[config.mk]
export PLATFORM = sky130hd
export DESIGN_NAME = rv32_int_div
export DESIGN_NICKNAME = d
export VERILOG_FILES = /design/src/rtl/rv32_types.sv /design/src/rtl/rv32_int_div.sv
export SDC_FILE = /design/constraint.sdc
export NUM_CORES = 1
export LEC_CHECK = 0
export CAP_MARGIN = 30
export CORE_MARGIN = 10
export CORE_UTILIZATION = 53
export CTS_BUF_LIST = sky130_fd_sc_hd__clkbuf_16
export CTS_CLUSTER_DIAMETER = 150
export CTS_CLUSTER_SIZE = 24
export DETAILED_ROUTE_END_ITERATION = 8
export PLACE_DENSITY = 0.79
export REMOVE_ABC_BUFFERS = 1
export SYNTH_ARGS = -nofsm -noshare
export SYNTH_HDL_FRONTEND = slang
export SYNTH_SLANG_ARGS = --single-unit
[constraint.sdc]
create_clock -name clk -period 3.3 [get_ports clk]
set_input_delay 0.825 -clock clk [delete_from_list [all_inputs] [get_ports clk]]
set_output_delay 0.825 -clock clk [all_outputs]
set_load 0.01 [all_outputs]
[src/rtl/rv32_types.sv]
// Shared RV32 type definitions: machine word, integer ALU opcodes and divider opcodes.
package rv32_types;

  typedef logic [31:0] rv32_word;

  typedef enum logic [3:0] {
    ALU_OP_ADD  = 4'd0,
    ALU_OP_SUB  = 4'd1,
    ALU_OP_SLL  = 4'd2,
    ALU_OP_SLT  = 4'd3,
    ALU_OP_SLTU = 4'd4,
    ALU_OP_XOR  = 4'd5,
    ALU_OP_SRL  = 4'd6,
    ALU_OP_SRA  = 4'd7,
    ALU_OP_OR   = 4'd8,
    ALU_OP_AND  = 4'd9
  } int_alu_op_t;

  typedef enum logic [1:0] {
    DIV_OP_DIV  = 2'd0,
    DIV_OP_DIVU = 2'd1,
    DIV_OP_REM  = 2'd2,
    DIV_OP_REMU = 2'd3
  } div_op_t;

endpackage

[src/rtl/rv32_int_div.sv]
// Iterative RV32M divider: restoring shift-subtract, one quotient bit per cycle,
// with RISC-V divide-by-zero and signed-overflow results.
module rv32_int_div
  import rv32_types::*;
(
  input  logic        clk,
  input  logic        rst,
  input  logic        in_valid,
  output logic        in_ready,
  input  logic [31:0] op1,
  input  logic [31:0] op2,
  input  div_op_t     opsel,
  input  logic        flush,
  output logic        out_valid,
  input  logic        out_ready,
  output logic [31:0] result,
  output logic [1:0]  fsm_state
);

  typedef enum logic [1:0] {
    ST_IDLE = 2'd0,
    ST_CALC = 2'd1,
    ST_DONE = 2'd2
  } state_t;

  // Handshakes: a request transfers on a rising edge where in_valid && in_ready
  // && !flush; a result transfers on a rising edge where out_valid && out_ready.
  state_t      state;
  logic [5:0]  cnt;
  logic [31:0] divisor;
  logic [31:0] quo;
  logic [31:0] rem;
  logic        neg_q;
  logic        neg_r;
  logic        want_rem;
  logic        bypass;
  logic [31:0] bypass_val;

  logic        signed_op;
  logic        is_rem;
  logic [31:0] a_mag;
  logic [31:0] b_mag;
  logic        div_zero;
  logic        ovf;
  logic [31:0] special_val;
  logic [32:0] shifted;
  logic [32:0] diff;
  logic [31:0] quo_fix;
  logic [31:0] rem_fix;
  logic [31:0] final_val;

  assign in_ready  = (state == ST_IDLE) && !rst;
  assign fsm_state = state;

  assign signed_op = (opsel == DIV_OP_DIV) || (opsel == DIV_OP_REM);
  assign is_rem    = (opsel == DIV_OP_REM) || (opsel == DIV_OP_REMU);
  assign a_mag     = (signed_op && op1[31]) ? (32'd0 - op1) : op1;
  assign b_mag     = (signed_op && op2[31]) ? (32'd0 - op2) : op2;
  assign div_zero  = (op2 == 32'd0);
  assign ovf       = signed_op && (op1 == 32'h8000_0000) && (op2 == 32'hFFFF_FFFF);

  always_comb begin
    special_val = 32'd0;
    if (div_zero) special_val = is_rem ? op1 : 32'hFFFF_FFFF;
    else          special_val = is_rem ? 32'd0 : 32'h8000_0000;
  end

  // Borrow out of the 33-bit subtract (diff[32]) means the trial remainder is restored.
  assign shifted   = {rem, quo[31]};
  assign diff      = shifted - {1'b0, divisor};
  assign quo_fix   = neg_q ? (32'd0 - quo) : quo;
  assign rem_fix   = neg_r ? (32'd0 - rem) : rem;
  assign final_val = bypass ? bypass_val : (want_rem ? rem_fix : quo_fix);

  // Special cases spend a single fix-up cycle in CALC (counter preloaded to 32),
  // skipping every iteration, which gives them a latency of one.
  always_ff @(posedge clk) begin
    if (rst) begin
      state      <= ST_IDLE;
      out_valid  <= 1'b0;
      result     <= 32'd0;
      cnt        <= 6'd0;
      divisor    <= 32'd0;
      quo        <= 32'd0;
      rem        <= 32'd0;
      neg_q      <= 1'b0;
      neg_r      <= 1'b0;
      want_rem   <= 1'b0;
      bypass     <= 1'b0;
      bypass_val <= 32'd0;
    end else if (flush) begin
      state     <= ST_IDLE;
      out_valid <= 1'b0;
      cnt       <= 6'd0;
    end else begin
      case (state)
        ST_IDLE: begin
          if (in_valid) begin
            state      <= ST_CALC;
            divisor    <= b_mag;
            quo        <= a_mag;
            rem        <= 32'd0;
            neg_q      <= (opsel == DIV_OP_DIV) && (op1[31] ^ op2[31]);
            neg_r      <= (opsel == DIV_OP_REM) && op1[31];
            want_rem   <= is_rem;
            bypass     <= div_zero || ovf;
            bypass_val <= special_val;
            cnt        <= (div_zero || ovf) ? 6'd32 : 6'd0;
          end
        end
        ST_CALC: begin
          if (cnt == 6'd32) begin
            result    <= final_val;
            out_valid <= 1'b1;
            state     <= ST_DONE;
          end else begin
            if (!diff[32]) begin
              rem <= diff[31:0];
              quo <= {quo[30:0], 1'b1};
            end else begin
              rem <= shifted[31:0];
              quo <= {quo[30:0], 1'b0};
            end
            cnt <= cnt + 6'd1;
          end
        end
        ST_DONE: begin
          if (out_ready) begin
            out_valid <= 1'b0;
            state     <= ST_IDLE;
          end
        end
        default: begin
          state     <= ST_IDLE;
          out_valid <= 1'b0;
        end
      endcase
    end
  end

endmodule

==> Yosys cells after proc, flatten, opt, wreduce, memory -nomap -nowiden <==
Cells that the tools add are included.
{ "classes": {"n_addsub": 6, "n_bitwise": 3, "reduce_logical": 22, "n_mux": 28, "eq_ne": 11} }
{ "ops": {"columns": ["cell", "n"], "rows": [
  ["$mux W32", 14],
  ["$pmux W32 S2", 2],
  ["$sub A1 B32 Y32 const A", 4],
  ["$eq A32 B32 Y1 const B", 2],
  ["$sub A33 B32 Y33", 1],
  ["$logic_not A32 Y1", 1],
  ["$mux W6", 3],
  ["$reduce_and A3 Y1", 5],
  ["$pmux W6 S2", 1],
  ["$ne A2 B2 Y1 const B", 4],
  ["$logic_and A1 B1 Y1", 7],
  ["$add A6 B1 Y6 const B", 1],
  ["$eq A2 B2 Y1 const B", 3],
  ["$eq A6 B6 Y1 const B", 1],
  ["$mux W2", 3],
  ["$pmux W2 S3", 1],
  ["$logic_not A2 Y1", 2],
  ["$reduce_and A4 Y1", 1],
  ["$logic_or A1 B1 Y1", 3],
  ["$mux W1", 3],
  ["$pmux W1 S3", 1],
  ["$eq A2 B1 Y1 const B", 1],
  ["$not A1 Y1", 2],
  ["$reduce_bool A2 Y1", 1],
  ["3 further kinds", 3]
]} }
{ "totals": {"register_bits": 173} }

==> Longest topological paths before layout <==
{ "depth": {"depth_word": 8, "mapped_depth": 13} }

==> Worst setup path before layout <==
Ideal clock, no wire load.
{ "synth_path": {"path_kind": "input to register", "from": "in op1[14]", "to": "reg quo[30]", "arrival_time_ns": 3.226, "slack_ns": -0.053, "stages": 8, "setup_time_ns": 0.128, "cell_sequence": "or3_4 -> or4_4 -> or4_4 -> or3_4 -> o41ai_4 -> xnor2_1 -> a222oi_1 -> nor2_1"} }
{ "synth_between": {"elab_chain_len": 4} }
{ "synth_rtl": {"columns": ["item", "line", "rtl"], "rows": [
  ["start, declared", "rv32_int_div.sv:10", "input logic [31:0] op1,"],
  ["$sub A1 B32 Y32", "rv32_int_div.sv:57", "assign a_mag = (signed_op && op1[31]) ? (32'd0 - op1) : op1;"],
  ["$mux W32", "rv32_int_div.sv:57", null],
  ["$mux W32", "rv32_int_div.sv:98", "if (in_valid) begin"],
  ["$pmux W32 S2", "rv32_int_div.sv:96", "case (state)"],
  ["end signal, assigned", "rv32_int_div.sv:101", "quo <= a_mag;"],
  ["end signal, assigned", "rv32_int_div.sv:119", "quo <= {quo[30:0], 1'b1};"],
  ["end signal, assigned", "rv32_int_div.sv:122", "quo <= {quo[30:0], 1'b0};"],
  ["end, declared", "rv32_int_div.sv:31", "logic [31:0] quo;"]
]} }
No other way between the ends. The select of a mux whose other input is x is not followed.
A chain may end at the register's enable or synchronous reset.

==> Worst setup path after layout <==
{ "layout_path": {"from": "in op1[13]", "to": "reg quo[30]"} }
Same word-level chain as after synthesis.

==> results.json <==
{
  "status": "complete, no violations",
  "clock.fmax_mhz": 312,
  "pin_count": 107,
  "yosys_warnings": 0,
  "cts_buffers": 17,
  "cp_top_family": "simple AND/OR/NAND/NOR gates",
  "instances_no_fill": 2029,
  "final_cell_mix": "nor2_1 (175), a21oi_1 (175), dfxtp_1 (171)",
  "clock_latency_ns": 0.44,
  "seq_area_mm2": 0.00347,
  "dp.cells": 1993,
  "finalNetCount": 1847,
  "ir_drop_mv": 0.343,
  "synthArstFlopShare": 0,
  "ys_seq_elements": 173,
  "dr.pass1.iters": 6,
  "slowest_delay_ns": 0.51,
  "routed_wl_um": 35600,
  "timing_hold_violations_final": 0,
  "routedWlPerCell_um": 17.5,
  "cts_tree": "yes",
  "htreeDepth": 4,
  "crit_type": "input pin to register",
  "crit_fanout": 4,
  "synth_area_mm2": 0.0118,
  "avgSynthCellArea_um2": 7.46,
  "cp.arrival_ns": 3.50,
  "timing.max_cap.violations": 0,
  "grt_max_degree": 102,
  "viasPerCell": 5.98,
  "synth_edf_count": 0,
  "portBuffers": 106,
  "antenna_found_initial": 0,
  "drtIter0Drc": 1282,
  "grt_pass1_wl_um": 58400,
  "rows": 54,
  "cp-start-kind": "input pin",
  "power.leakage_nw": 5.41,
  "period_share": 0.970,
  "ant_nets": 0,
  "hpwlAfterDp_um": 26200,
  "tns_ns": 0,
  "drc": 0,
  "critical_path.slowest_cell": "or4_4",
  "cts_root_buffer": "clkbuf_16",
  "final_util": 0.667,
  "grt_overflow": 0,
  "path_buf_inv": 1,
  "hold_ws_ns": 0.451,
  "cp_data_required_time_ns": 3.59,
  "ys_seq_area_frac": 0.294,
  "antenna_cells": 0,
  "fillCellCount": 1810,
  "slew_violations": 0,
  "area_delta_synth_final_pct": 23.8,
  "grt_pass1_vias": 11600,
  "max_slew_margin": 0.377,
  "cts.sinks": 173,
  "setup_viol": 0,
  "clk_pin_slew_ns": 0.07,
  "die_h_um": 169,
  "synth_flop_cell": "dfxtp_1",
  "synth.distinct_cells": 66,
  "vias": 12100,
  "worst_setup_path_end_kind": "register",
  "netlist_instances": 1578,
  "gp_congestion": 0.923,
  "die-area_mm2": 0.0286,
  "cts_hold_buffers": 0,
  "power_density_mw_per_mm2": 375,
  "drive_gt1_frac": 0.113,
  "start_util": 0.539,
  "die_x_um": 169,
  "multiInputGateArea_mm2": 0.00780,
  "total_power_mw": 5.46,
  "core_mm2": 0.0218,
  "tightestPinTransition_ns": 0.935,
  "fin_crit_ns": 3.20,
  "cts_buffer_depth": 2,
  "crit_chain": "clkdlybuf4s15_1, or3_4, or4_4, or4_4, or3_4, o41ai_4, xnor2_1, a222oi_1, nor2_1",
  "holdCritPathClass": "register to register",
  "grt_usage": 0.242,
  "fin_skew_ns": 0.00947
}
per-stage QoR:
step,cell area (um2),worst slack (ns)
3_5_place_dp,13900,-0.577
6_report,14600,0.0984
4_1_cts,14500,0.0203
3_3_place_gp,13900,-0.565
2_1_floorplan,11400,-1.88
5_1_grt,14600,-0.0279
cell usage after synthesis, types with 13 or more instances:
cell      count  area [um2]
nor4_1       15        93.8
o31ai_1      24         180
xnor2_1      70         613
o21ai_0      92         460
nand4_1      16         100
and3_1       14        87.6
or3_1        17         106
o41ai_1      13         114
ha_1         39         488
nor2_1      178         668
inv_1        55         206
xor2_1       76         666
dfxtp_1     173        3460
a21o_1       13        97.6
nor3_1       46         230
nand3_1      54         270
nand2_1     136         510
nand2b_1     47         294
a211oi_1     79         593
mux2i_1      28         280
a21oi_1     176         881
clkbuf_1     87         327
area by class of cell:
| class | count | area share |
|---|---|---|
| sequential | 173 | 0.238 |
| clock buffer | 17 | 0.0292 |
| inverter | 55 | 0.0142 |
| timing repair buffer | 238 | 0.146 |
| multi-input combinational | 1251 | 0.535 |
| tap | 280 | 0.0241 |
| clock inverter | 15 | 0.0129 |
registers in the layout, summed over array words and instances, names as in the netlist:
| register | cells |
|---|---|
| fsm_state | 2 |
| neg_q | 1 |
| bypass | 1 |
| quo | 32 |
| cnt | 6 |
| bypass_val | 32 |
| out_valid | 1 |
| divisor | 32 |
| result | 32 |
| want_rem | 1 |
| neg_r | 1 |
| rem | 32 |
cell families (layout without fill, tap and decap cells):
logic type	Yosys count	in the layout	synth area share
flops	173	173	0.294
buf+inv	154	325	0.0496
compound gates	467	467	0.248
mux	28	28	0.0238
xor+xnor	146	146	0.109
fa+ha+maj	40	40	0.0432
simple gates	570	570	0.232
worst reg2reg max path, stage by stage (launching register included):
cell,delay [ns]
dfxtp_1,0.33
inv_1,0.09
ha_2,0.21
fa_1,0.39
nor2b_2,0.15
o2111a_1,0.24
o211ai_1,0.10
and3_4,0.21
o31a_1,0.30
buf_4,0.15
nand3_1,0.08
nand3_2,0.10
buf_12,0.16
buf_4,0.14
and3_1,0.13
a221o_1,0.25
layer usage:
layer | track usage | wire, um | vias up
met5 | 0 | 0 | -
met4 | 0.0750 | 785 | 0
met3 | 0.0412 | 2450 | 58
met2 | 0.400 | 16800 | 450
met1 | 0.314 | 15500 | 5659
li1 | - | - | 5975
worst paths after layout:
kind	startpoint	to	cells past startpoint	slack [ns]
setup / recovery	op1[13]	quo[30]	9	0.1
hold / removal	bypass_val[24]	bypass_val[24]	2	0.45
setup reg to reg	quo[31]	rem[28]	15	0.17
hold reg to reg	bypass_val[24]	bypass_val[24]	2	0.45
timing repair:
item	in CTS	in global routing
endpoints found under the setup margin	4	41
resized for setup	16	12
pin swaps	8	7
buffers inserted	1	3
report_power, final:
group          switching [mW]  leakage [nW]  total, mW  internal, mW
clock                   0.922         0.298       2.13          1.21
sequential             0.0716          1.41       2.22          2.15
combinational           0.618          3.71       1.11         0.488
No activity file was read; power rests on OpenSTA's default activity.
